[src/rtl/apb_pkg.sv]
// Shared types and constants for the APB3 master bridge.
// Defines the FSM state encoding, the 4 KB slave window and the parameter defaults.
package apb_pkg;

    typedef enum logic [1:0] {
        IDLE   = 2'd0,
        SETUP  = 2'd1,
        ACCESS = 2'd2
    } apb_state_e;

    localparam int unsigned APB_WIN_SHIFT = 12;

    localparam logic [31:0] APB_DEFAULT_BASE    = 32'h1000_0000;
    localparam logic [7:0]  APB_DEFAULT_TIMEOUT = 8'd255;

    function automatic int unsigned apb_idx_width(input int unsigned n);
        return (n > 1) ? $clog2(n) : 1;
    endfunction

endpackage

[src/rtl/apb_addr_decoder.sv]
// Combinational address decoder: maps a byte address to one of NUM_SLAVES 4 KB windows.
// Produces the one-hot PSEL pattern, the binary slave index and a hit flag.
module apb_addr_decoder
    import apb_pkg::*;
#(
    parameter int unsigned NUM_SLAVES = 4,
    parameter logic [31:0] BASE_ADDR  = APB_DEFAULT_BASE,
    localparam int unsigned IDX_W     = apb_idx_width(NUM_SLAVES)
) (
    input  logic [31:0]           addr,
    output logic [NUM_SLAVES-1:0] sel_onehot,
    output logic [IDX_W-1:0]      sel_idx,
    output logic                  hit
);

    logic [31:0]               offset;
    logic [31-APB_WIN_SHIFT:0] win;

    always_comb begin
        offset     = addr - BASE_ADDR;
        win        = offset[31:APB_WIN_SHIFT];
        // Checking addr >= BASE first keeps the subtraction from wrapping into a false hit.
        hit        = (addr >= BASE_ADDR) && (32'(win) < 32'(NUM_SLAVES));
        sel_idx    = win[IDX_W-1:0];
        sel_onehot = '0;
        if (hit) begin
            sel_onehot[sel_idx] = 1'b1;
        end
    end

endmodule

[src/rtl/apb_master_bridge.sv]
// APB3 master bridge: turns a single-cycle CPU request into an APB SETUP/ACCESS transfer.
// Holds the FSM, request latches, the watchdog counter and the slave PRDATA/PREADY mux.
module apb_master_bridge
    import apb_pkg::*;
#(
    parameter int unsigned NUM_SLAVES = 4,
    parameter logic [31:0] BASE_ADDR  = APB_DEFAULT_BASE,
    parameter logic [7:0]  TIMEOUT    = APB_DEFAULT_TIMEOUT
) (
    input  logic                     PCLK,
    input  logic                     PRESET,
    input  logic                     transfer,
    input  logic                     write,
    input  logic [31:0]              addr,
    input  logic [31:0]              wdata,
    output logic [31:0]              rdata,
    output logic                     ready,
    output logic                     err,
    output logic [31:0]              PADDR,
    output logic [31:0]              PWDATA,
    output logic                     PWRITE,
    output logic                     PENABLE,
    output logic [NUM_SLAVES-1:0]    PSEL,
    input  logic [NUM_SLAVES*32-1:0] PRDATA,
    input  logic [NUM_SLAVES-1:0]    PREADY
);

    localparam int unsigned IDX_W = apb_idx_width(NUM_SLAVES);

    apb_state_e state_q, state_d;

    logic [31:0] paddr_q, pwdata_q;
    logic        pwrite_q;
    logic        latch_req;
    logic [7:0]  cnt_q, cnt_d;
    logic [31:0] rdata_q, rdata_d;
    logic        ready_q, ready_d;
    logic        err_q, err_d;

    logic [NUM_SLAVES-1:0] dec_onehot;
    logic [IDX_W-1:0]      dec_idx;
    logic                  dec_hit;
    logic                  sel_pready;
    logic [31:0]           sel_prdata;

    apb_addr_decoder #(
        .NUM_SLAVES (NUM_SLAVES),
        .BASE_ADDR  (BASE_ADDR)
    ) u_decoder (
        .addr       (paddr_q),
        .sel_onehot (dec_onehot),
        .sel_idx    (dec_idx),
        .hit        (dec_hit)
    );

    // Only the selected slave is observed; the decoder runs on the latched address.
    assign sel_pready = PREADY[dec_idx];
    assign sel_prdata = PRDATA[32*int'(dec_idx) +: 32];

    always_comb begin
        state_d   = state_q;
        cnt_d     = cnt_q;
        rdata_d   = rdata_q;
        ready_d   = 1'b0;
        err_d     = 1'b0;
        latch_req = 1'b0;
        unique case (state_q)
            IDLE: begin
                if (transfer) begin
                    latch_req = 1'b1;
                    state_d   = SETUP;
                end
            end
            SETUP: begin
                cnt_d   = 8'd0;
                state_d = ACCESS;
            end
            ACCESS: begin
                cnt_d = cnt_q + 8'd1;
                if (!dec_hit) begin
                    state_d = IDLE;
                    ready_d = 1'b1;
                    err_d   = 1'b1;
                    rdata_d = 32'd0;
                    cnt_d   = 8'd0;
                end else if (sel_pready) begin
                    // PREADY beats a watchdog expiry landing in the same cycle.
                    state_d = IDLE;
                    ready_d = 1'b1;
                    rdata_d = pwrite_q ? 32'd0 : sel_prdata;
                    cnt_d   = 8'd0;
                end else if (cnt_q + 8'd1 == TIMEOUT) begin
                    state_d = IDLE;
                    ready_d = 1'b1;
                    err_d   = 1'b1;
                    rdata_d = 32'd0;
                    cnt_d   = 8'd0;
                end
            end
            default: begin
                state_d = IDLE;
                cnt_d   = 8'd0;
            end
        endcase
    end

    always_ff @(posedge PCLK or posedge PRESET) begin
        if (PRESET) begin
            state_q  <= IDLE;
            paddr_q  <= 32'd0;
            pwdata_q <= 32'd0;
            pwrite_q <= 1'b0;
            cnt_q    <= 8'd0;
            rdata_q  <= 32'd0;
            ready_q  <= 1'b0;
            err_q    <= 1'b0;
        end else begin
            state_q <= state_d;
            cnt_q   <= cnt_d;
            rdata_q <= rdata_d;
            ready_q <= ready_d;
            err_q   <= err_d;
            if (latch_req) begin
                paddr_q  <= addr;
                pwdata_q <= wdata;
                pwrite_q <= write;
            end
        end
    end

    assign PADDR   = paddr_q;
    assign PWDATA  = pwdata_q;
    assign PWRITE  = pwrite_q;
    assign PENABLE = (state_q == ACCESS);
    assign PSEL    = ((state_q == SETUP) || (state_q == ACCESS)) ? dec_onehot : '0;
    assign rdata   = rdata_q;
    assign ready   = ready_q;
    assign err     = err_q;

endmodule

[config.mk]
export PLATFORM = sky130hd
export DESIGN_NAME = apb_master_bridge
export DESIGN_NICKNAME = d
export VERILOG_FILES = /design/src/rtl/apb_pkg.sv /design/src/rtl/apb_addr_decoder.sv /design/src/rtl/apb_master_bridge.sv
export SDC_FILE = /design/constraint.sdc
export NUM_CORES = 1
export LEC_CHECK = 0
export ABC_AREA = 0
export CORE_AREA = 4 4 130 132
export DETAILED_ROUTE_END_ITERATION = 7
export DIE_AREA = 0 0 134 136
export PLACE_DENSITY = 0.85
export REMOVE_ABC_BUFFERS = 1
export SYNTH_ARGS = -nofsm -noshare
export SYNTH_HDL_FRONTEND = slang
export SYNTH_SLANG_ARGS = --single-unit
[constraint.sdc]
create_clock -name PCLK -period 3.8 [get_ports PCLK]
set_input_delay 0.76 -clock PCLK [delete_from_list [all_inputs] [get_ports PCLK]]
set_output_delay 0.76 -clock PCLK [all_outputs]
set_load 0.01 [all_outputs]
# Word-level counts from Yosys, hierarchy flattened
# Cells that the tools add are included.
# op_classes
shifts,1
muxes,28
eq_ne,6
n_addsub,2
reduce_logical,6
magnitude_cmp,4
# ops
cell,count
$mux W32,4
$shiftx A128 B8 Y32,1
$ge A32 B29 Y1 const B,1
$sub A32 B29 Y32 const B,1
$mux W8,3
$lt A20 B3 Y1 const B,1
$pmux W8 S2,1
$mux W1,11
$add A8 B1 Y8 const B,1
$eq A8 B8 Y1 const B,1
$mux W2,4
$mux W4,2
$pmux W2 S3,1
$ne A4 B2 Y1 const B,1
$reduce_and A2 Y1,2
$lt A2 B3 Y1 const B,1
$ne A3 B1 Y1 const B,1
$bmux W1 S2,1
$demux W1 S2,1
$eq A2 B1 Y1 const B,1
$eq A2 B2 Y1 const B,1
$ge A2 B1 Y1 const B,1
$logic_and A1 B1 Y1,2
$logic_not A2 Y1,1
2 further kinds,2
# totals
output_inout_bits,104
word_cells,55
input_bits,200
regBits,109

# Depth between registers and ports, before layout
# Gate-level depths: netlist of run 1.
# depth
depth_word,7
depth_mapped,8
depth_no_buf,6

# Modules after synthesis
# From an unflattened synthesis of run 1, not the netlist that was laid out.
# hier_totals
hier_cells,364
hier_area_um2,5268.8
# by_module_without_submodules
module,cells_per_inst,seq_area_each_um2,instances,area_per_inst_um2
apb_master_bridge,343,2727.6,1,5121.2
apb_addr_decoder,21,0.0,1,147.6

# Worst setup path after synthesis of run 1
# Ideal clock, no wire load.
# synth_path
kind,register -> register
from,register cnt_q[0]
to,"register rdata_q[10], in the netlist rdata[10]"
synth_period_minus_slack_ps,2488
setup_time_ps,125
path_slack_ps,1312
required_ps,3675
arrival_time_ps,2363
n_path_buf,2
stages_incl_launch_ff,9
cell_sequence,dfrtp_1 > ha_1 > or2b_1 > a31o_2 > a221o_1 > buf_4 > o31ai_4 > buf_6 > mux2_2
# synth_via
elab_chain_cells,4
# synth_lines
item,line,source
start: declaration,apb_master_bridge.sv:35,"logic [7:0] cnt_q, cnt_d;"
start signal: assignment,apb_master_bridge.sv:119,cnt_q <= cnt_d;
$add A8 B1 Y8,apb_master_bridge.sv:92,end else if (cnt_q + 8'd1 == TIMEOUT) begin
$eq A8 B8 Y1,apb_master_bridge.sv:92,
$ne A3 B1 Y1 (no line),--,
$reduce_and A2 Y1 (no line),--,
end signal: assignment,apb_master_bridge.sv:120,rdata_q <= rdata_d;
end: declaration,apb_master_bridge.sv:36,"logic [31:0] rdata_q, rdata_d;"
# Every way passes these cells.
# A chain may end at the register's enable or synchronous reset.

# Worst setup path after layout of run 1
# layout_path
from,"register paddr_q[14], in the netlist PADDR[14]"
to,output PSEL[2]
# layout_via
elab_chain_cells,5
word_cells_on_any_way,6
cone_classes,add/sub: 1; order compare: 2; mux: 2; reduce/logical: 1
# layout_lines
item,line,source
start: declaration,apb_master_bridge.sv:32,"logic [31:0] paddr_q, pwdata_q;"
start signal: assignment,apb_master_bridge.sv:124,paddr_q <= addr;
$sub A32 B29 Y32,apb_addr_decoder.sv:20,offset = addr - BASE_ADDR;
$lt A20 B3 Y1,apb_addr_decoder.sv:23,hit = (addr >= BASE_ADDR) && (32'(win) < 32'(NUM_SLAVES));
$logic_and A1 B1 Y1 *,apb_addr_decoder.sv:23,
$mux W4 *,apb_addr_decoder.sv:26,if (hit) begin
$mux W4 *,apb_master_bridge.sv:135,assign PSEL = ((state_q == SETUP) || (state_q == ACCESS)) ? dec_onehot : '0;
end: declaration,apb_master_bridge.sv:23,"output logic [NUM_SLAVES-1:0] PSEL,"
# Every way passes the cells marked *; elsewhere a longest branch is shown, timed or not.

==> results of run 1 <==
-- stage by stage --
step / total power [uW] / utilization [%] / std cells / hold slack, ns
after detailed placement: 4464 / 55.39 / 886 / 0.4930
final: 5303 / 57.21 / 902 / 0.5088
after global placement: 4368 / 55.39 / 886 / 0.4725
after global routing: 5607 / 57.21 / 902 / 0.5291
after CTS: 5387 / 57.21 / 902 / 0.5104
after floorplan: 3161 / - / 361 / 0.4946
-- power by group --
group | internal [uW] | switching (uW) | leakage [uW]
logic | 1610 | 980 | 0.00207
clock network | 455 | 449 | 0.000136
registers | 1540 | 269 | 0.00137
total | 3600 | 1700 | 0.00358
-- layout by cell type (no fill, tap or decap), drive strengths merged, types with 2 or more instances in the layout --
master,count
nand4,2
nor3b,2
clkinvlp,2
buf,6
nand2b,2
nor4,2
mux2,97
o2111ai,4
nand3,5
nand2,17
clkinv,3
clkdlybuf4s50,303
nor2b,33
inv,7
or3,3
a21oi,2
o21ai,6
a31o,2
o211ai,5
nor2,7
nor3,5
o31ai,4
clkbuf,9
ha,6
mux4,33
dfrtp,109
-- path summary, 6_finish.rpt --
kind / start / to / slack, ns / cells after the start
min in group asynchronous: PRESET / PWDATA[10]$_DFFE_PP0P_ / 0.87 / 2
worst min register to register: PWDATA[19]$_DFFE_PP0P_ / PWDATA[19]$_DFFE_PP0P_ / 0.51 / 1
worst max-delay path: PADDR[14]$_DFFE_PP0P_ / PSEL[2] / 0.39 / 6
worst max register to register: cnt_q[0]$_DFFE_PP0P_ / rdata[18]$_DFFE_PP0P_ / 1.04 / 7
worst min-delay path: PWDATA[19]$_DFFE_PP0P_ / PWDATA[19]$_DFFE_PP0P_ / 0.51 / 1
max in group asynchronous: PRESET / PWDATA[7]$_DFFE_PP0P_ / 2.08 / 3
-- state kept, by name (all words and copies together), names as in the netlist --
name / cells
err: 1
PWRITE: 1
PWDATA: 32
rdata: 32
state_q: 2
cnt_q: 8
PADDR: 32
ready: 1
-- cell families after synthesis --
| family | count (synthesis) | share of synthesized area (%) |
|---|---|---|
| multiplexers | 131 | 33.81 |
| flip-flops | 109 | 49.98 |
| AND/OR/NAND/NOR | 83 | 8.414 |
| buffers and inverters | 30 | 2.568 |
| AO/OA/AOI/OAI | 26 | 3.691 |
| adder cells (fa/ha/maj) | 6 | 1.375 |
| XOR/XNOR | 1 | 0.1605 |
-- cell type report --
cell class / count / share of cell area, %
Clock buffer: 9 / 2.505
Clock inverter: 7 / 0.6820
Inverter: 5 / 0.2366
Multi-Input combinational cell: 247 / 28.84
Sequential cell: 109 / 30.35
Tap cell: 216 / 3.006
Timing Repair Buffer: 309 / 34.38
-- per-layer routing --
metal | routed length [um] | vias to the layer above
met5 | 0 | -
met3 | 1049 | 34
met1 | 6132 | 2224
li1 | - | 2018
met2 | 9612 | 164
met4 | 486 | 0
==> results.toml, run 1 <==
[run_status]
outcome = "finished, final reports clean"

[worst_setup_path]
critPathTopFamily = "simple AND/OR/NAND/NOR gates"
start_kind = "flop"
critPathMaxStageDelay_ns = 0.57
crit_fanout = 4
path_class = "flop to output pin"
cp.required_ns = 3.04
worstPathCellList = "nor4_1, nand4_1, nor2_1, nand2_1, nor3b_1, clkdlybuf4s50_1"
critPathBufInv = 1
worstPathArrival_ns = 2.65
crit_path_end_kind = "output pin"
cpMaxStageDelayCell = "clkdlybuf4s50_1"

[run]
cap_viol_max_count = 0

[synth]
yosysTopAreaCell = "dfrtp_1"
synthArstFlopShare_pct = 100.0
netlist_top_cells_count = "109 x dfrtp_1, 96 x mux2_2, 33 x mux4_2, 33 x nor2b_1, 17 x nand2_1"
yosysTopAreaCellShare_pct = 49.98
synth_area_leaders = "dfrtp_1 50%, mux2_2 20%, mux4_2 14%"
synth_area_mm2 = 0.005458
yosysMostFrequentCell = "dfrtp_1"
ys_warn_count = 0
ys.flop_type = "dfrtp_1"
ys_ff_latch = 109
synth-seq-area-share_pct = 49.98
synth_cell_types = 38
synth_edf_count = 0
syn_area_per_cell_um2 = 14.14
syn_inst = 386

[clock_tree]
cts_inserted_buffers = 9
clockRootBuffer = "clkbuf_16"
clk_latency_ns = 0.35
ctsResizeCount = 0
htree_levels = 3
cts_hold_buf = 0
tritoncts = "yes"
clock_path_buffers = 2
post_cts_buffers = 0
clk_pin_slew_ns = 0.08
clock_sinks = 109

[power]
power_leakage_uw = 0.003579
powerDensity_mw_per_mm2 = 589.9
ir_drop_uv = 379.7

[die]
ioPinCount = 304
coreArea_mm2 = 0.01571
die_area_mm2 = 0.01822
die_w_um = 134
die_y_um = 136
initial_core_util_pct = 34.73
rows = 46

[detailed_routing]
viasPerCell = 4.922
dr_total_vias = 4440
drc = 0
wl_per_cell_um = 19.16
drtIter0Drc = 159
drt_wl_total_mm = 17.28
drt_first_pass_iters = 6
ant_nets = 0

[sta]
setup_ws_ns = 0.3881
finalHoldViolations = 0
setup_viol = 0
max_freq_mhz = 293.1
slew_violations = 0
maxSlewHeadroom_pct = 41.40
skew_ns = 0.005116
worstMarginPinSlew_ns = 0.8728
finalSetupTns_ns = 0
post-route-min-period_ns = 3.412
rsz0062_at_grt = "no"
finalCritPeriodShare_pct = 89.79

[hold_path]
hold_class = "flop to flop"

[final_layout]
multi_input_area_mm2 = 0.002592
antenna_cells = 0
regArea_mm2 = 0.002729
fillers = 1246
nNetsFinal = 887
stdcell_area_mm2 = 0.008990
area_delta_synth_final_pct = 64.72
drive_gt1_share_pct = 23.18

[global_routing]
met3_usage_pct = 5.551
grt_pass1_vias = 5048
grt.overflow.total = 0
grtUsageMet1_pct = 20.40
antenna_found_initial = 0
grt_busiest_layer = "met2"
grt.total_usage_pct = 18.88
grt_util_met2_pct = 35.29
grt_pass1_wl_mm = 26.59
grt_max_degree = 55

[placed_design]
placed_area_mm2 = 0.008703
io_buffer_count = 303
place_hpwl_mm = 14.09
preCtsSetupSlack_ns = 0.7275
gp_congestion = 0.8990
(Power assumes the default switching activity.)
==> run 2, diff against run 1 <==
ABC_CLOCK_PERIOD_IN_PS = 3400   (was not set)
CORE_AREA = 4 4 124 126   (was 4 4 130 132)
DIE_AREA = 0 0 128 130   (was 0 0 134 136)
PLACE_DENSITY = 0.89   (was 0.85)
clock period = 3.4 ns   (was 3.8 ns; I/O delays follow)
==> results.toml, run 2 (synthesis gave the netlist of run 1 again) <==
[run_status]
outcome = "finished, final reports clean"

[sta]
post-route-min-period_ns = 3.182
finalHoldViolations = 0
max_freq_mhz = 314.3
skew_ns = 0.003740
holdWs_ns = 0.5048
slew_violations = 0
setup_viol = 0
maxSlewHeadroom_pct = 44.23
setup_ws_ns = 0.2178
worstMarginPinSlew_ns = 0.8306
finalCritPeriodShare_pct = 93.59
rsz0062_at_grt = "no"

[power]
seqPwrFrac_pct = 33.2
p_sw_uw = 1901
intPower_uw = 4118
swShare_pct = 31.59
powerDensity_mw_per_mm2 = 668.8
power_leakage_uw = 0.003606
combPwrFrac_pct = 48.9
p_clk_share_pct = 18.0
ir_drop_uv = 534.5

[clock_tree]
ctsResizeCount = 0
htree_levels = 3
tritoncts = "yes"
clk_pin_slew_ns = 0.07
cts_inserted_buffers = 9
clockRootBuffer = "clkbuf_16"
clock_sinks = 109
clk_latency_ns = 0.35
post_cts_buffers = 0
clock_path_buffers = 2
cts_hold_buf = 0

[global_routing]
grt.total_usage_pct = 20.50
grt_pass1_vias = 4820
grt_pass1_wl_mm = 26.04
grt.overflow.total = 0
grt_max_degree = 57
antenna_found_initial = 1

[hold_path]
min_from = "PWDATA[6]$_DFFE_PP0P_"
holdPathEnd = "PWDATA[6]$_DFFE_PP0P_"
hold-path-cell-count = 1
hold_class = "flop to flop"

[final_layout]
area_delta_synth_final_pct = 64.88
antenna_cells = 0
layout_common_cells = "303 x clkdlybuf4s50_1, 108 x dfrtp_1, 96 x mux2_2"
nNetsFinal = 889
mostFrequentLayoutCell = "clkdlybuf4s50_1"
drive_gt1_share_pct = 23.40

[worst_setup_path]
worstPathArrival_ns = 2.50
r2r_start = "cnt_q[0]$_DFFE_PP0P_"
path_class = "flop to output pin"
crit_fanout = 4
reg2reg_slack_ns = 0.61
crit_path_end_kind = "output pin"
reg2regPathDepth = 7
cp.required_ns = 2.72
cpMaxStageDelayCell = "clkdlybuf4s50_1"
start_kind = "flop"
critPathMaxStageDelay_ns = 0.57
critical_path.startpoint = "PADDR[14]$_DFFE_PP0P_"
worstPathCellList = "nor4_1, nand4_1, nor2_1, nand2_1, nor3b_1, clkdlybuf4s50_1"
timing.rr.end = "rdata[5]$_DFFE_PP0P_"

[run]
cap_viol_max_count = 0

[placed_design]
preCtsSetupSlack_ns = 0.5004
place_hpwl_mm = 14.17
gp_congestion = 0.9078
io_buffer_count = 303

[die]
die_y_um = 130
ioPinCount = 304
rows = 44
die_area_mm2 = 0.01664
die_w_um = 128
coreArea_mm2 = 0.01431
initial_core_util_pct = 38.13

[detailed_routing]
viasPerCell = 5.060
dr_total_vias = 4412
drc = 0
ant_nets = 0
drt_first_pass_iters = 4
wl_per_cell_um = 20.01
drt_wl_total_mm = 17.45
drtIter0Drc = 334
-- run 2: cell types whose count changed in the layout (fill, tap and decap cells not counted) --
cell and delta:
clkinv_8 -1, bufinv_16 +1, clkinv_4 +1, buf_4 +1, clkinv_2 -1, clkinvlp_4 -1
buf_12 +1, inv_8 +1
-- run 2: power by group through the flow --
stage	Sequential, uW	Clock (uW)	Combinational, uW
after global routing	2050	1170	3120
after floorplan	2300	0	1240
after CTS	2000	1110	2990
after global placement	1980	0	2910
after detailed placement	2010	0	2980
final	2000	1080	2940
-- run 2: final cells by class --
type                       instances  area (um2)
clock buffer                       9       225.2
clock inverter                     7       82.58
fill                            1081        5315
inverter                           5       21.27
multi-input combinational        247        2592
sequential                       109        2729
tap                              184       230.2
timing repair buffer             311        3118
-- run 2: through the flow --
stage | util (%) | power, uW | std cells | TNS [ns] | area [um2]
after floorplan | - | 3533 | 361 | -16.78 | 5336
after global placement | 60.72 | 4890 | 856 | 0 | 8691
after detailed placement | 60.72 | 4991 | 856 | 0 | 8691
after CTS | 62.87 | 6099 | 872 | 0 | 8999
after global routing | 62.87 | 6340 | 872 | 0 | 8999
final | 62.87 | 6019 | 872 | 0 | 8999
-- run 2: metal layers --
layer	GRT usage, %	vias to the layer above	part of all wire, %
li1	-	2013	-
met1	23.46	2198	37
met2	37.40	165	55
met3	5.813	34	6.0
met4	6.055	2	2.1
met5	0	-	0.075
-- run 2: worst max-delay path by stage --
stage,end,cells after the start
after floorplan,PADDR[0]$_DFFE_PP0P_,1
after global placement,rdata[14]$_DFFE_PP0P_,6
after detailed placement,rdata[14]$_DFFE_PP0P_,6
after CTS,PSEL[2],6
after global routing,PSEL[2],6
final,PSEL[2],6
-- run 2: critical path, delay by kind of cell, from the launching register on --
family	cells	cell delay, ns
and+or+nand+nor	5	1.20
buffers and inverters	1	0.57
DFF	1	0.39
==> run 3, diff against run 2 <==
REMOVE_ABC_BUFFERS = not set   (was 1)
SKIP_LAST_GASP = 1   (was not set)
==> results.toml, run 3 (synthesis gave the netlist of run 1 again) <==
[run_status]
outcome = "finished, final reports clean"

[die]
initial_core_util_pct = 38.13
die_y_um = 130
die_area_mm2 = 0.01664
die_w_um = 128
rows = 44
ioPinCount = 304
coreArea_mm2 = 0.01431

[worst_setup_path]
critPathMaxStageDelay_ns = 0.57
worstPathCellList = "nor4_1, nand4_1, nor2_1, nand2_1, nor3b_1, clkdlybuf4s50_1"
worstPathArrival_ns = 2.51
cpMaxStageDelayCell = "clkdlybuf4s50_1"
critPathBufInv = 1
crit_fanout = 3
cp.required_ns = 2.72
critPathTopFamily = "simple AND/OR/NAND/NOR gates"
start_kind = "flop"
path_class = "flop to output pin"
crit_path_end_kind = "output pin"

[sta]
slew_violations = 0
setup_viol = 0
post-route-min-period_ns = 3.190
rsz0062_at_grt = "no"
finalSetupTns_ns = 0
skew_ns = 0.009521
maxSlewHeadroom_pct = 46.78
worstMarginPinSlew_ns = 0.7927
finalHoldViolations = 0
finalCritPeriodShare_pct = 93.83
max_freq_mhz = 313.5

[final_layout]
nNetsFinal = 889
mostFrequentLayoutCell = "clkdlybuf4s50_1"
drive_gt1_share_pct = 23.55
area_delta_synth_final_pct = 64.83
layout_common_cells = "303 x clkdlybuf4s50_1, 108 x dfrtp_1, 96 x mux2_2"
antenna_cells = 0
fillers = 1082

[clock_tree]
clock_path_buffers = 2
htree_levels = 3
tritoncts = "yes"
cts_inserted_buffers = 9
clk_pin_slew_ns = 0.07
clk_latency_ns = 0.35
clockRootBuffer = "clkbuf_16"
clock_sinks = 109
cts_hold_buf = 0

[power]
p_total_uw = 5963
powerDensity_mw_per_mm2 = 662.8
ir_drop_uv = 605.2
power_leakage_uw = 0.003599

[global_routing]
grt_pass1_vias = 4994
grt_pass1_wl_mm = 25.84
grt_max_degree = 66
grt.total_usage_pct = 20.09
antenna_found_initial = 0
grt.overflow.total = 0

[placed_design]
gp_congestion = 0.8442
io_buffer_count = 303
place_hpwl_mm = 13.73

[detailed_routing]
wl_per_cell_um = 19.51
drc = 0
dr_total_vias = 4412
viasPerCell = 5.060
ant_nets = 0
drt_first_pass_iters = 4
drt_wl_total_mm = 17.01
drtIter0Drc = 178

[synth]
syn_nets = 592

[run]
cap_viol_max_count = 0

[hold_path]
hold_class = "flop to flop"
[run 3: changes by cell type in the layout (fill, tap and decap cells not counted), sizes merged]
| cell | change |
|---|---|
| clkinv | +1 |
| clkbuf | +1 |
| bufinv | -1 |
| inv | -2 |
| clkinvlp | +1 |
[run 3: metrics by stage]
step / setup WS [ns] / cells / utilization, % / instance area (um2) / hold slack (ns)
after floorplan: 0.9125 / 386 / - / 5461 / 0.4946
after global placement: 0.5374 / 855 / 60.76 / 8697 / 0.4729
after detailed placement: 0.4480 / 855 / 60.76 / 8697 / 0.4825
after CTS: 0.04987 / 871 / 62.75 / 8982 / 0.5015
after global routing: 0.006709 / 872 / 62.85 / 8996 / 0.5155
final: 0.2098 / 872 / 62.85 / 8996 / 0.4935
[run 3: worst register-to-register path: cells and delay by family (launching register included)]
family,cells,cell delay [ns]
flops,1,0.47
buf+inv,1,0.41
compound gates,3,0.86
fa+ha+maj,1,0.26
simple gates,1,0.24
mux,1,0.41
[run 3: per-layer routing]
metal / track usage (%) / vias up / wire length (um)
li1: - / 2020 / -
met3: 8.719 / 22 / 1435
met5: 0 / - / 0
met4: 5.181 / 0 / 289
met1: 20.60 / 2191 / 5881
met2: 37.52 / 179 / 9407
[run 3: area by class of cell]
type                    count  area (um2)  share of cell area, %
clock buffers              10       239.0                  2.656
inverters                   5       22.52                 0.2503
well taps                 184       230.2                  2.559
clock inverters             6       46.29                 0.5146
repair buffers            311        3131                  34.80
multi-input cells         247        2599                  28.89
flip-flops and latches    109        2729                  30.33
[run 3: power by group]
part,internal (uW),switching (uW)
combinational,1810,1110
clock,524,491
sequential,1720,305
total,4050,1910
[run 3: final timing paths]
path,slack [ns],cells after the start,from,end
hold reg to reg,0.49,1,rdata[14]$_DFFE_PP0P_,rdata[14]$_DFFE_PP0P_
max in group asynchronous,1.90,3,PRESET,PADDR[12]$_DFFE_PP0P_
setup reg to reg,0.64,7,cnt_q[0]$_DFFE_PP0P_,rdata[13]$_DFFE_PP0P_
hold / removal,0.49,1,rdata[14]$_DFFE_PP0P_,rdata[14]$_DFFE_PP0P_
min in group asynchronous,0.80,2,PRESET,rdata[12]$_DFFE_PP0P_
setup / recovery,0.21,6,PADDR[16]$_DFFE_PP0P_,PSEL[2]
[run 3: what timing repair did]
item / 4_1_cts / 5_1_grt
endpoints found under the hold margin: 0 / 0
setup buffers: 0 / 1
resized for setup: 0 / 1
endpoints found under the setup margin: 0 / 3
==> RTL change 1: new RTL, config.mk and constraints of run 1 <==
Take the reset off `rdata_q` and load it in a clocked block of its own.
--- a/src/rtl/apb_master_bridge.sv
+++ b/src/rtl/apb_master_bridge.sv
@@ -111,13 +111,11 @@
             pwdata_q <= 32'd0;
             pwrite_q <= 1'b0;
             cnt_q    <= 8'd0;
-            rdata_q  <= 32'd0;
             ready_q  <= 1'b0;
             err_q    <= 1'b0;
         end else begin
             state_q <= state_d;
             cnt_q   <= cnt_d;
-            rdata_q <= rdata_d;
             ready_q <= ready_d;
             err_q   <= err_d;
             if (latch_req) begin
@@ -126,6 +124,10 @@
                 pwrite_q <= write;
             end
         end
+    end
+
+    always_ff @(posedge PCLK) begin
+        rdata_q <= rdata_d;
     end
 
     assign PADDR   = paddr_q;
Check against the original RTL: differs if PRESET is asserted again (counterexample within 4 cycles, from zero or initial values and one cycle with PRESET high); with PRESET held inactive, the same outputs for 10 cycles.
==> RTL change 1 against run 1 <==
Final area is 2.3% lower. Power rose by 7.3%. Clock skew grew 0.83 ps. Wire length shrank 5.7%. Synthesized area is 4.8% lower. Worst setup slack improved by 45 ps. Largest power group unchanged. First-iteration DRC count grew 23%. Highest routed layer unchanged. Sequential cell count did not move.
==> RTL change 1: results (changes against run 1) <==
======================================================================================================
Half-perimeter wire length after placement                                                     13.3 mm   -5.8%
Largest net degree at the start of global routing                                                   63   +15%
Total setup buffers inserted after CTS                                                               0   unchanged
Antenna diodes                                                                                       0   unchanged
First-pass GRT wire length                                                                     24.4 mm   -8.3%
Clock tree buffer depth                                                                              2   unchanged
Number of instances resized during post-cts repair                                                   0   unchanged
Worst Hold Launch                                                                            PWDATA[5]
Number of global-route vias before repair                                                        4,469   -11%
Worst Skew                                                                                     5.95 ps   +0.833 ps
Critical register-to-register path startpoint                                                 cnt_q[1]
Status                                                                                       completed
Sequential-to-total area share from yosys stat                                                   55.6%   +5.6 points
Length of the first detailed-routing pass in iterations                                              4   -2
Internal power consumption                                                                   0.00395 W   +9.7%
Number of enable-type register cells in the synthesized netlist                                     32   +32
Fraction of layout cells with a size suffix above 1                                              20.3%   -2.9 points
H-tree depth                                                                                         3   unchanged
Clock transition at the register clock pins on the worst setup and hold paths after CTS          70 ps
Number of nets at the end of the flow                                                              846   -4.6%
Post-synthesis compound-gate area fraction                                                       1.90%   -1.8 points
Yosys warns                                                                                          0   unchanged
Mux cell area share after synthesis                                                              29.0%   -4.8 points
Top area cells in the synthesized netlist                                                 dfrtp_1 37%, edfxtp_1 19%, mux4_2 14%, mux2_2 14%, nor2b_1 4.1%
Commonest cells in the synthesized netlist                                                77 x dfrtp_1, 65 x mux2_2, 34 x nor2b_1
Slew at the pin closest to its max-slew limit                                                  1060 ps   +187 ps
Clk_lat worst skew                                                                              340 ps
Number of port buffers                                                                             303   unchanged
Timing startpoint of the critical path                                                       PADDR[27]
Number of DRC violations after detailed-routing iteration 0                                        195   +23%
Distinct cell type count after synthesis                                                            34   -11%
Crit-path max cell delay                                                                        580 ps
Antenna violations before repair                                                                     0   unchanged
Total global-route track usage                                                                   17.5%   -1.4 points
Wire length reported by the detailed router                                                    16.3 mm   -5.7%
Share of flip-flops with an asynchronous set or reset                                            70.6%   -29 points
Synth Area in Adders                                                                             1.45%   +0.070 points
Maximum fanout along the worst path                                                                  5   +1
Number of clock buffers inserted by TritonCTS                                                        9   unchanged
Max VDD drop                                                                                0.000283 V   -25%
Vias                                                                                             4,041   -9.0%
Lkg Pwr                                                                                        3.32 nW   -7.3%
Worst-path cell with the longest stage delay                                                    or4b_1
Class of the tightest hold or removal check                                               flip-flop to flip-flop
Clock tree root buffer cell                                                                  clkbuf_16
Fraction of synthesized cell area in xor and xnor cells                                         0.675%   +0.51 points
Routability-driven placement congestion ratio                                                    0.838   -6.8%
Endpoint arrival time on the critical path                                                     2610 ps   -40 ps
======================================================================================================
RTL change 1: layout make-up:
cell class	instances	area, sq um
fillers	1251	6930
repair buffers	309	3100
flip-flops and latches	109	2890
multi-input cells	205	2210
well taps	216	270
clock buffers	11	244
clock inverters	5	50.0
inverters	6	22.5
RTL change 1: cell families after synthesis:
kind of cell | after synthesis
buffers and inverters | 27
and+or+nand+nor | 82
DFF | 109
muxes | 100
xor gates and xnor gates | 4
AOI/OAI and AO/OA | 13
adders and majority gates | 6
RTL change 1: routing by layer:
| layer | track usage [%] | wire, um |
|---|---|---|
| met5 | 0 | 0 |
| met4 | 6.57 | 417 |
| met3 | 3.81 | 925 |
| met2 | 32.7 | 8960 |
| met1 | 19.5 | 5990 |
RTL change 1: worst paths after layout:
path                               to  slack [ps]  depth (start not counted)
max                           PSEL[2]         430                          5
min                         PWDATA[5]         500                          1
max reg2reg                 rdata[13]         910                          6
min reg2reg                 PWDATA[5]         500                          1
max in group asynchronous  PWDATA[28]        2550                          3
min in group asynchronous   PADDR[14]         870                          3
RTL change 1: power by group through the flow:
| stage | Clock, W | Sequential (W) | Combinational, W |
|---|---|---|---|
| after floorplan | 0 | 0.00230 | 0.00106 |
| after global placement | 0 | 0.00196 | 0.00275 |
| after detailed placement | 0 | 0.00200 | 0.00282 |
| after CTS | 0.000959 | 0.00198 | 0.00284 |
| after global routing | 0.00101 | 0.00203 | 0.00295 |
| final | 0.000932 | 0.00198 | 0.00278 |
RTL change 1: stage by stage:
step / power (W) / worst slack [ps] / area (sq um) / util [%] / std cells
2_1_floorplan: 0.00335 / -1150 / 5100 / - / 320
3_3_place_gp: 0.00471 / 844 / 8490 / 54.0 / 845
3_5_place_dp: 0.00483 / 812 / 8490 / 54.0 / 845
4_1_cts: 0.00578 / 414 / 8780 / 55.9 / 861
5_1_grt: 0.00599 / 243 / 8780 / 55.9 / 861
6_report: 0.00569 / 433 / 8780 / 55.9 / 861
RTL change 1: worst max-delay path: cells and delay by family (launching register included):
kind | cells | cell delay (ps)
simple gates | 4 | 1310
buf+inv | 1 | 570
flops | 1 | 390
==> RTL change 2: new RTL, flow settings as in run 1 <==
Without the edit above. `APB_WIN_SHIFT`: 12 -> 24.
--- a/src/rtl/apb_pkg.sv
+++ b/src/rtl/apb_pkg.sv
@@ -8,7 +8,7 @@
         ACCESS = 2'd2
     } apb_state_e;
 
-    localparam int unsigned APB_WIN_SHIFT = 12;
+    localparam int unsigned APB_WIN_SHIFT = 24;
 
     localparam logic [31:0] APB_DEFAULT_BASE    = 32'h1000_0000;
     localparam logic [7:0]  APB_DEFAULT_TIMEOUT = 8'd255;
Behaviour: not the same (a bounded check fails within 4 cycles, from zero or initial values and one cycle with PRESET high).
==> RTL change 2 against run 1 <==
Sequential share of layout area increased by 0.92 points. Worst hold slack worse by 1.2 ps. Sequential cell count stayed put. Final area fell by 3.0%. Via count fell by 4.5%. First-iteration DRC count rose by 10%. Worst setup slack improved by 490 ps. Synthesized area decreased by 5.3%. Count of clock-buffer cells in the layout increased by 1. Power is 0.69% lower. Wire length down 3.5%. Critical path type unchanged. Critical endpoint unchanged. Largest cell class unchanged. Largest power group unchanged.
==> RTL change 2: results (changes against run 1) <==
======================================================================================================
Half-perimeter wire length after placement                                                     13.4 mm   -4.8%
Number of DRC violations after detailed-routing iteration 0                                        175   +10%
Antenna diodes                                                                                       0   unchanged
Yosys warns                                                                                          0   unchanged
Worst R2R Setup Slack                                                                          1230 ps   +190 ps
Placed inst area                                                                          0.00842 sq mm   -3.2%
Share of flip-flops with an asynchronous set or reset                                             100%   unchanged
Worst reg2reg path depth                                                                             7   unchanged
Total setup buffers inserted after CTS                                                               0   unchanged
Setup violations, final                                                                              0   unchanged
Timing startpoint of the critical path                                                       PADDR[30]
Minimum clock period after layout                                                              2930 ps   -486 ps
Length of the first detailed-routing pass in iterations                                              4   -2
Clock tree buffer depth                                                                              2   unchanged
Routability-driven placement congestion ratio                                                    0.839   -6.7%
Worst Skew                                                                                     6.82 ps   +1.70 ps
Clock transition at the register clock pins on the worst setup and hold paths after CTS          70 ps
Class of the tightest hold or removal check                                               flip-flop to flip-flop
Total global-route track usage                                                                   18.1%   -0.81 points
Routed vias/inst                                                                                  4.92   about the same
Worst Setup EP                                                                                 PSEL[2]
Maximum fanout along the worst path                                                                  3   -1
Number of hold buffers added after cts                                                               0   unchanged
First-pass GRT wire length                                                                     25.4 mm   -4.5%
Commonest cells in the synthesized netlist                                                109 x dfrtp_1, 65 x mux2_2, 33 x mux4_2
Number of endpoints with negative hold slack in the final report                                     0   unchanged
Syn avg cell area                                                                           15.0 sq um   +6.3%
Distinct cell type count after synthesis                                                            44   +16%
Largest net degree at the start of global routing                                                   63   +15%
Critical register-to-register path startpoint                                                 cnt_q[1]
Max VDD drop                                                                                0.000255 V   -33%
Clock tree root buffer cell                                                                  clkbuf_16
Placement-stage worst setup slack                                                              1020 ps   +288 ps
Sequential-to-total area share from yosys stat                                                   52.8%   +2.8 points
Largest delay share family, worst path                                                    simple AND/OR/NAND/NOR gates
Non-Filler Instances                                                                               862   -4.4%
Number of global-route vias before repair                                                        4,681   -7.3%
Lkg Pwr                                                                                        3.51 nW   -2.0%
Antenna violations before repair                                                                     0   unchanged
Wire length reported by the detailed router                                                    16.7 mm   -3.5%
Worst-path cell with the longest stage delay                                              clkdlybuf4s50_1
Number of nets at the end of the flow                                                              847   -4.5%
Slew at the pin closest to its max-slew limit                                                   974 ps   +101 ps
Top area cells in the synthesized netlist                                                 dfrtp_1 53%, mux4_2 14%, mux2_2 14%, a22o_1 5.4%, ha_1 1.5%
Fraction of layout cells with a size suffix above 1                                              20.4%   -2.7 points
RR Endpoint                                                                                  rdata[28]
Number of clock buffers inserted by TritonCTS                                                        9   unchanged
Number of instances resized during post-cts repair                                                   0   unchanged
Crit-path max cell delay                                                                        570 ps   about the same
Status                                                                                       completed
Endpoint arrival time on the critical path                                                     2170 ps   -480 ps
H-tree depth                                                                                         3   unchanged
Number of port buffers                                                                             303   unchanged
======================================================================================================
[RTL change 2: cell types whose count changed in the layout (fill, tap and decap cells not counted), sizes merged, moves of 4 or more]
cell / delta
o2111ai: -4
nor2b: -33
a22o: +32
o21a: +4
nand2: -7
mux2: -30
o211ai: -4
[RTL change 2: cell type report]
| class | count | area, sq um |
|---|---|---|
| fillers | 1269 | 6990 |
| repair buffers | 309 | 3090 |
| flip-flops and latches | 109 | 2730 |
| multi-input cells | 204 | 2300 |
| well taps | 216 | 270 |
| clock buffers | 10 | 229 |
| clock inverters | 6 | 72.6 |
| inverters | 8 | 32.5 |
[RTL change 2: how the worst min path moves through the flow]
| stage | end | from | slack (ps) | depth (start not counted) |
|---|---|---|---|---|
| after floorplan | state_q[1] | state_q[1] | 490 | 1 |
| after global placement | rdata[20] | rdata[20] | 490 | 1 |
| after detailed placement | rdata[16] | rdata[16] | 490 | 1 |
| after CTS | PADDR[6] | PADDR[6] | 510 | 1 |
| after global routing | PWDATA[18] | PWDATA[18] | 530 | 1 |
| final | PWDATA[18] | PWDATA[18] | 510 | 1 |
[RTL change 2: kinds of logic after synthesis]
group,Yosys count,share of synthesized area [%]
and+or+nand+nor,40,4.65
DFF,109,52.8
buffers and inverters,31,2.78
AOI/OAI and AO/OA,58,9.39
muxes,100,29.0
adders and majority gates,6,1.45
[RTL change 2: where the power goes]
part / switching [W] / total [W] / internal (W)
Sequential: 0.000270 / 0.00182 / 0.00155
Clock: 0.000428 / 0.000946 / 0.000517
Combinational: 0.000947 / 0.00250 / 0.00156
Total: 0.00165 / 0.00527 / 0.00362
[RTL change 2: routing by layer]
metal  vias to the layer above  GRT usage (%)  wire, um
li1                       1912              -         -
met1                      2075           19.8      6010
met2                       229           32.9      8850
met3                        25           5.37      1380
met4                         0           7.20       423
met5                         -              0         0
